--- config.mk ---
export PLATFORM = sky130hd
export DESIGN_NAME = goodie_field
export DESIGN_NICKNAME = d
export VERILOG_FILES = /design/src/rtl/goodie_field.sv
export SDC_FILE = /design/constraint.sdc
export NUM_CORES = 1
export LEC_CHECK = 0
export BUFFER_PORTS_ARGS = -buffer_cell sky130_fd_sc_hd__clkbuf_2
export CAP_MARGIN = 15
export CORE_MARGIN = 1.5
export CORE_UTILIZATION = 54
export DETAILED_ROUTE_END_ITERATION = 6
export PLACE_DENSITY = 0.76
export SYNTH_ARGS = -nofsm -noshare
export SYNTH_HDL_FRONTEND = slang
export SYNTH_SLANG_ARGS = --single-unit
--- constraint.sdc ---
create_clock -name clk -period 3.9 [get_ports clk]
set_clock_uncertainty 0.1 [all_clocks]
set_input_delay 1.17 -clock clk [delete_from_list [all_inputs] [get_ports clk]]
set_output_delay 1.17 -clock clk [all_outputs]
set_load 0.05 [all_outputs]
--- src/rtl/goodie_field.sv ---
// Multi-slot collectible generator: each slot scrolls left, bobs between vertical bounds,
// respawns at an LFSR-chosen height after a wait, and despawns for a while when collected.
module goodie_field #(
  parameter int          NUM_GOODIES   = 2,
  parameter int          TICK_DIV      = 10000,
  parameter int          SPEED_X       = 5,
  parameter int          SPEED_Y       = 2,
  parameter int          SCREEN_W      = 640,
  parameter int          Y_MIN         = 40,
  parameter int          Y_SPAN_LOG2   = 8,
  parameter int          RESPAWN_TICKS = 20,
  parameter int          HIT_TICKS     = 4,
  parameter int          STAGGER_TICKS = 30,
  parameter logic [15:0] LFSR_SEED     = 16'hACE1
) (
  input  logic                     clk,
  input  logic                     initialize,
  input  logic                     enable,
  input  logic [NUM_GOODIES-1:0]   collect,
  output logic [11*NUM_GOODIES-1:0] goodie_x,
  output logic [10*NUM_GOODIES-1:0] goodie_y,
  output logic [NUM_GOODIES-1:0]   goodie_act,
  output logic                     score_inc
);

  localparam int TICK_W      = $clog2(TICK_DIV);
  localparam int STAGGER_MAX = 1 + (NUM_GOODIES - 1) * STAGGER_TICKS;
  localparam int WAIT_MAX2   = (RESPAWN_TICKS > HIT_TICKS) ? RESPAWN_TICKS : HIT_TICKS;
  localparam int WAIT_MAX    = (STAGGER_MAX > WAIT_MAX2) ? STAGGER_MAX : WAIT_MAX2;
  localparam int WAIT_W      = $clog2(WAIT_MAX + 1);

  localparam logic [TICK_W-1:0] TICK_LAST   = TICK_W'(TICK_DIV - 1);
  localparam logic [10:0]       X_SPAWN     = 11'(SCREEN_W);
  localparam logic [10:0]       X_STEP      = 11'(SPEED_X);
  localparam logic [9:0]        Y_LO        = 10'(Y_MIN);
  localparam logic [9:0]        Y_HI        = 10'(Y_MIN + (2 ** Y_SPAN_LOG2) - 1);
  localparam logic [9:0]        Y_STEP      = 10'(SPEED_Y);
  localparam logic [9:0]        Y_LO_TURN   = 10'(Y_MIN + SPEED_Y);
  localparam logic [9:0]        Y_HI_TURN   = 10'(Y_MIN + (2 ** Y_SPAN_LOG2) - 1 - SPEED_Y);
  localparam logic [WAIT_W-1:0] WAIT_ONE    = WAIT_W'(1);
  localparam logic [WAIT_W-1:0] WAIT_RESP   = WAIT_W'(RESPAWN_TICKS);
  localparam logic [WAIT_W-1:0] WAIT_HIT    = WAIT_W'(HIT_TICKS);

  typedef enum logic [1:0] {
    ST_WAIT = 2'd0,
    ST_MOVE = 2'd1,
    ST_HIT  = 2'd2
  } state_t;

  state_t              state    [NUM_GOODIES];
  logic [10:0]         pos_x    [NUM_GOODIES];
  logic [9:0]          pos_y    [NUM_GOODIES];
  logic                dir_up   [NUM_GOODIES];
  logic [WAIT_W-1:0]   wait_cnt [NUM_GOODIES];
  logic [TICK_W-1:0]   tick_cnt;
  logic [15:0]         lfsr;
  logic                tick;
  logic                any_hit;

  // Galois form of x^16+x^14+x^13+x^11+1; a nonzero state never maps to zero.
  function automatic logic [15:0] lfsr_step(input logic [15:0] v);
    return {1'b0, v[15:1]} ^ (v[0] ? 16'hB400 : 16'h0000);
  endfunction

  assign tick = (tick_cnt == TICK_LAST) && enable;

  // Any moving slot being collected this cycle produces a single score pulse.
  always_comb begin
    any_hit = 1'b0;
    for (int i = 0; i < NUM_GOODIES; i++) begin
      any_hit = any_hit | ((state[i] == ST_MOVE) & collect[i]);
    end
  end

  // Tick divider, LFSR and all slot state machines.
  always_ff @(posedge clk) begin
    if (initialize) begin
      tick_cnt  <= '0;
      lfsr      <= LFSR_SEED;
      score_inc <= 1'b0;
      for (int i = 0; i < NUM_GOODIES; i++) begin
        state[i]      <= ST_WAIT;
        pos_x[i]      <= X_SPAWN;
        pos_y[i]      <= Y_LO;
        dir_up[i]     <= 1'b0;
        wait_cnt[i]   <= WAIT_W'(1 + i * STAGGER_TICKS);
        goodie_act[i] <= 1'b0;
      end
    end else begin
      if (enable) begin
        tick_cnt <= tick ? '0 : tick_cnt + TICK_W'(1);
        lfsr     <= lfsr_step(lfsr);
      end
      score_inc <= any_hit;
      for (int i = 0; i < NUM_GOODIES; i++) begin
        case (state[i])
          ST_WAIT: begin
            if (tick) begin
              if (wait_cnt[i] == WAIT_ONE) begin
                state[i]      <= ST_MOVE;
                goodie_act[i] <= 1'b1;
                pos_x[i]      <= X_SPAWN;
                pos_y[i]      <= Y_LO + 10'(lfsr[Y_SPAN_LOG2-1:0]);
                dir_up[i]     <= lfsr[15];
              end else begin
                wait_cnt[i] <= wait_cnt[i] - WAIT_ONE;
              end
            end
          end
          ST_MOVE: begin
            // Collection is not gated by enable and pre-empts a same-cycle move.
            if (collect[i]) begin
              state[i]      <= ST_HIT;
              goodie_act[i] <= 1'b0;
              wait_cnt[i]   <= WAIT_HIT;
            end else if (tick) begin
              if (pos_x[i] < X_STEP) begin
                state[i]      <= ST_WAIT;
                goodie_act[i] <= 1'b0;
                pos_x[i]      <= X_SPAWN;
                wait_cnt[i]   <= WAIT_RESP;
              end else begin
                pos_x[i] <= pos_x[i] - X_STEP;
                if (dir_up[i]) begin
                  if (pos_y[i] < Y_LO_TURN) begin
                    pos_y[i]  <= Y_LO;
                    dir_up[i] <= 1'b0;
                  end else begin
                    pos_y[i] <= pos_y[i] - Y_STEP;
                  end
                end else begin
                  if (pos_y[i] > Y_HI_TURN) begin
                    pos_y[i]  <= Y_HI;
                    dir_up[i] <= 1'b1;
                  end else begin
                    pos_y[i] <= pos_y[i] + Y_STEP;
                  end
                end
              end
            end
          end
          ST_HIT: begin
            if (tick) begin
              if (wait_cnt[i] == WAIT_ONE) begin
                state[i]    <= ST_WAIT;
                pos_x[i]    <= X_SPAWN;
                wait_cnt[i] <= WAIT_RESP;
              end else begin
                wait_cnt[i] <= wait_cnt[i] - WAIT_ONE;
              end
            end
          end
          default: begin
            state[i]      <= ST_WAIT;
            goodie_act[i] <= 1'b0;
            pos_x[i]      <= X_SPAWN;
            wait_cnt[i]   <= WAIT_RESP;
          end
        endcase
      end
    end
  end

  for (genvar g = 0; g < NUM_GOODIES; g++) begin : g_out
    assign goodie_x[11*g +: 11] = pos_x[g];
    assign goodie_y[10*g +: 10] = pos_y[g];
  end

endmodule

* Yosys cells after proc, flatten, opt, wreduce, memory -nomap -nowiden
Memory sizes are Yosys's and may differ from the RTL's.
Index checks and enable logic that the tools add are counted.
** Word-level totals
- Register bits :: 33
- Bits in writable memories :: 58
- Logic and storage cells :: 300
- Memories :: 5
** Cells by class
- Add/sub/neg operators :: 10
- Magnitude comparators :: 6
- Equal/unequal tests :: 15
- Mux-type cells :: 198
- Bitwise logic cells :: 54
- Reductions and logical operators :: 7
** Memory list
- pos_x :: words 2, width 11, read ports 2, clocked after memory_dff 0, wr ports 2, line 51 : logic [10:0] pos_x [NUM_GOODIES];
- pos_y :: words 2, width 10, read ports 2, clocked after memory_dff 0, wr ports 2, line 52 : logic [9:0] pos_y [NUM_GOODIES];
- wait_cnt :: words 2, width 5, read ports 2, clocked after memory_dff 0, wr ports 2, line 54 : logic [WAIT_W-1:0] wait_cnt [NUM_GOODIES];
- state :: words 2, width 2, read ports 2, clocked after memory_dff 0, wr ports 2, line 50 : state_t state [NUM_GOODIES];
- dir_up :: words 2, width 1, read ports 2, clocked after memory_dff 0, wr ports 2, line 53 : logic dir_up [NUM_GOODIES];
** Operator list (count)
- 2-to-1 mux 1 bit :: 152
- 2-to-1 mux 11 bit :: 10
- 2-to-1 mux 10 bit :: 10
- 2-to-1 mux 5 bit :: 12
- OR 1 bit :: 49
- < comparator 11 x 3 -> 1 bit (second input constant) :: 2
- subtractor 11 x 3 -> 11 bit (second input constant) :: 2
- adder 10 x 2 -> 10 bit (second input constant) :: 2
- > comparator 10 x 9 -> 1 bit (second input constant) :: 2
- < comparator 10 x 6 -> 1 bit (second input constant) :: 2
- 2-to-1 mux 2 bit :: 10
- subtractor 10 x 2 -> 10 bit (second input constant) :: 2
- 2-to-1 mux 16 bit :: 1
- bitwise XOR 15 x 16 -> 16 bit :: 1
- adder 14 x 1 -> 14 bit (second input constant) :: 1
- == test 14 bit (second input constant) :: 1
- 2-to-1 mux 14 bit :: 1
- == test 5 x 1 -> 1 bit (second input constant) :: 2
- AND reduction 5 bit :: 2
- subtractor 5 x 1 -> 5 bit (second input constant) :: 2
- adder 6 x 8 -> 9 bit (first input constant) :: 1
- inequality test 2 bit (second input constant) :: 4
- inequality test 3 x 2 -> 1 bit (second input constant) :: 2
- inequality test 3 bit (second input constant) :: 2
- other kinds (8) :: 15

* Longest topological paths before layout
- Depth in word-level cells :: 13
- Gate-level depth with buffers :: 9
- Depth with buffers taken out :: 7

* Worst setup path after synthesis
Ideal clock, no wire load.
- Path kind :: input port to flip-flop
- Start point :: input port enable
- End point :: memory pos_x[1][0] (enable)
- Library setup time :: 394 ps
- Data arrival time :: 3454 ps
- Required time :: 3406 ps
- Path slack :: -48 ps
- Stages on the path :: 8
- Path buffers :: 3
- Path through :: clkbuf_1 -> nand4_1 -> or4_4 -> buf_6 -> buf_6 -> o21ai_0 -> nor2_1 -> o21ai_0
** RTL lines
- from (decl) :: line 18 : input logic enable,
- to (decl) :: line 51

==> out/metrics.yaml <==
route:
  drc: 0
  routed_wl_um: 11800
  wl_per_cell_um: 15.8
  vias: 4453
  viasPerCell: 5.99
  firstDrtPassIters: 5
  ant_nets: 0
  drt_iter0_drc: 388
timing:
  timing.final.ws_setup_ps: 822
  hold_slack_ps: 385
  fin_crit_ps: 3080
  setup_violations: 0
  fin_crit_sh_pct: 78.9
  tightest_slew_ps: 1050
  rsz0062_at_grt: "no"
  hold_viol: 0
  fin_setup_tns_ps: 0
  fmax_mhz: 325
  finalMaxSlewViolations: 0
  slew-limit-headroom_pct: 29.8
clock_network:
  cts_max_level: 3
  clkSinkCount: 91
  clk_path_buf_depth: 2
  clk_latency_ps: 370
  cts_setup_buffers: 0
  path_clk_slew_ps: 90
  root_buffer: "clkbuf_8"
  cts_tree: "built"
  numCtsBuffers: 9
  cts_resized: 0
  ctsHoldBuffers: 0
critical_path:
  end_kind: "flop"
  path_delay_family: "compound AO/OA/AOI/OAI gates"
  worstSetupPathType: "in2reg"
  reg2reg_slack_ps: 900
  path_max_fanout: 20
  arrival_ps: 3100
  reg2reg_depth: 4
  timing.rr.end: "pos_y[1][4]$_DFFE_PP_"
  reg2reg_from: "pos_x[1][4]$_SDFFCE_PP0P_"
  start_kind: "input port"
  crit_chain: "clkbuf_2, nand4_1, or4_4, a211o_1, o31a_4, a22o_1"
  path_buf_inv: 1
  max_stage_delay_ps: 670
  slowest_stage: "or4_4"
  worstPathRequired_ps: 3920
  critical_path.startpoint: "enable"
global_route:
  grt_pass1_vias: 4093
  grt_max_degree: 26
  grt_pass1_wl_um: 19400
  antenna_found_initial: 0
  grt-ovfl-total: 0
  track_usage_pct: 23.6
pwr:
  power.total_w: 0.00216
  worst_ir_drop_vdd_mv: 0.174
  leakage_nw: 2.22
  powerDensity_nw_per_um2: 364
floorplan:
  die_area_um2: 10400
  start_util_pct: 55.1
  rows: 36
  die_h_um: 102
  core_um2: 9640
  ioPinCount: 50
  die_width_um: 102
finish:
  fillers: 837
  nets: 622
  multi_input_area_um2: 2700
  stdcell_count: 743
  seqCellArea_um2: 2390
  diodes: 0
  area_growth_pct: 11.5
  layout-drive-gt1-share_pct: 15.1
synth:
  synth_edf_count: 57
  yosysWarnings: 0
  syn-num-nets: 580
  yosys.cell_types.count: 67
  async_flop_share_pct: 0
  ys_seq_elements: 91
  synth_flop_cell: "edfxtp_1"
  netlist_instances: 563
  syn_area_per_cell_um2: 9.44
  synth_area_um2: 5310
  ys_seq_area_share_pct: 45.0
worst_hold_path:
  hold_depth: 2
  min_to: "lfsr[11]$_SDFFE_PP1P_"
  worstHoldStart: "lfsr[12]$_SDFFE_PP0P_"
  hold_class: "reg2reg"
job:
  cap_violations: 0
placed_design:
  port_buffers: 49
  dp_slack_ps: 414
  hpwlAfterDp_um: 8760
  routabilityCongestion: 0.923
  place_inst: 727
status:
  status: "complete, no violations"
-- worst max-delay path by stage --
| stage | endpoint | depth (start not counted) |
|---|---|---|
| 4_1_cts | pos_x[0][4]$_SDFFCE_PP0P_ | 6 |
| 6_report | pos_y[1][2]$_DFFE_PP_ | 6 |
| 3_5_place_dp | pos_x[0][6]$_SDFFCE_PP0P_ | 6 |
| 2_1_floorplan | pos_x[0][0]$_SDFFCE_PP0P_ | 7 |
| 3_3_place_gp | pos_x[0][8]$_SDFFCE_PP0P_ | 6 |
| 5_1_grt | pos_y[0][6]$_SDFFCE_PP0P_ | 5 |
-- cell usage after synthesis, types with 5 or more instances --
cell type | n | area [um2]
a21oi_1 | 22 | 110
clkbuf_1 | 19 | 71.3
dfxtp_1 | 34 | 681
edfxtp_1 | 57 | 1710
ha_1 | 12 | 150
inv_1 | 26 | 97.6
mux2i_1 | 14 | 140
nand2_1 | 48 | 180
nand2b_1 | 6 | 37.5
nand3_1 | 12 | 60.1
nand4_1 | 5 | 31.3
nor2_1 | 67 | 251
nor2b_1 | 8 | 50.1
nor3_1 | 29 | 145
nor4_1 | 14 | 87.6
o211ai_1 | 6 | 45.0
o21ai_0 | 34 | 170
o221ai_1 | 5 | 43.8
or3_1 | 9 | 56.3
xnor2_1 | 26 | 228
xor2_1 | 17 | 149
-- tightest hold or removal path: cells and delay by family (launching register included) --
| kind | cells | cell delay (ps) |
|---|---|---|
| multiplexers | 1 | 70 |
| AND/OR/NAND/NOR | 1 | 60 |
| flip-flops | 1 | 330 |
-- cell type report --
class	count	area share (%)
flip-flops and latches	91	40.4
well taps	133	2.81
repair buffers	58	5.28
clock buffers	11	2.94
clock inverters	5	1.31
multi-input cells	419	45.6
inverters	26	1.65
-- power breakdown --
group	leakage, nW	internal, W	total, W	switching [W]
combinational	1.28	0.0000796	0.000261	0.000182
sequential	0.815	0.00106	0.00112	0.0000566
clock	0.130	0.000439	0.000780	0.000341
-- metal layers --
metal  share of wire (%)  vias up  global-route usage [%]
li1                    -     2166                       -
met1                  44     2115                    31.8
met2                  48      148                    38.5
met3                 5.4       24                    4.24
met4                 2.2        0                    8.22
met5                   0        -                       0
-- kinds of logic (layout without fill, tap and decap cells) --
group / after synthesis / after routing / share of synthesized area [%]
simple gates: 224 / 224 / 21.4
compound gates: 126 / 126 / 16.8
flops: 91 / 91 / 45.0
buf+inv: 53 / 100 / 4.24
xor+xnor: 43 / 43 / 7.09
mux: 14 / 14 / 2.64
fa+ha+maj: 12 / 12 / 2.83
-- registers in the layout, summed over array words and instances, names as in the netlist --
| name | flops |
|---|---|
| lfsr | 16 |
| pos_x | 22 |
| wait_cnt | 10 |
| dir_up | 2 |
| tick_cnt | 14 |
| pos_y | 20 |
| goodie_act | 2 |
| state | 4 |
| score_inc | 1 |
-- through the flow --
step	cell area, um2	utilization (%)
floorplan	5310	-
global placement	5670	58.8
detailed placement	5670	58.8
CTS	5920	61.4
global route	5920	61.4
finish	5920	61.4
-- cells in the final DEF, fill, tap and decap left out, types with 4 or more instances in the layout --
| cell type | n |
|---|---|
| nor2b_1 | 8 |
| edfxtp_1 | 57 |
| nand4_1 | 5 |
| o21ai_0 | 33 |
| a21oi_1 | 22 |
| xor2_1 | 17 |
| ha_1 | 12 |
| or3_1 | 9 |
| a32o_1 | 4 |
| and3_1 | 4 |
| buf_4 | 9 |
| nand3_1 | 12 |
| o211ai_1 | 6 |
| nor2_1 | 67 |
| o221ai_1 | 5 |
| a211oi_1 | 4 |
| inv_1 | 26 |
| o21a_1 | 4 |
| a32oi_1 | 4 |
| nand2b_1 | 6 |
| clkbuf_8 | 9 |
| xnor2_1 | 26 |
| nand2_1 | 48 |
| dfxtp_1 | 34 |
| mux2i_1 | 14 |
| clkbuf_2 | 49 |
| nor4_1 | 13 |
| or4_1 | 4 |
| nor3_1 | 29 |
| a21o_1 | 4 |
Power figures use the tool's default switching activity.
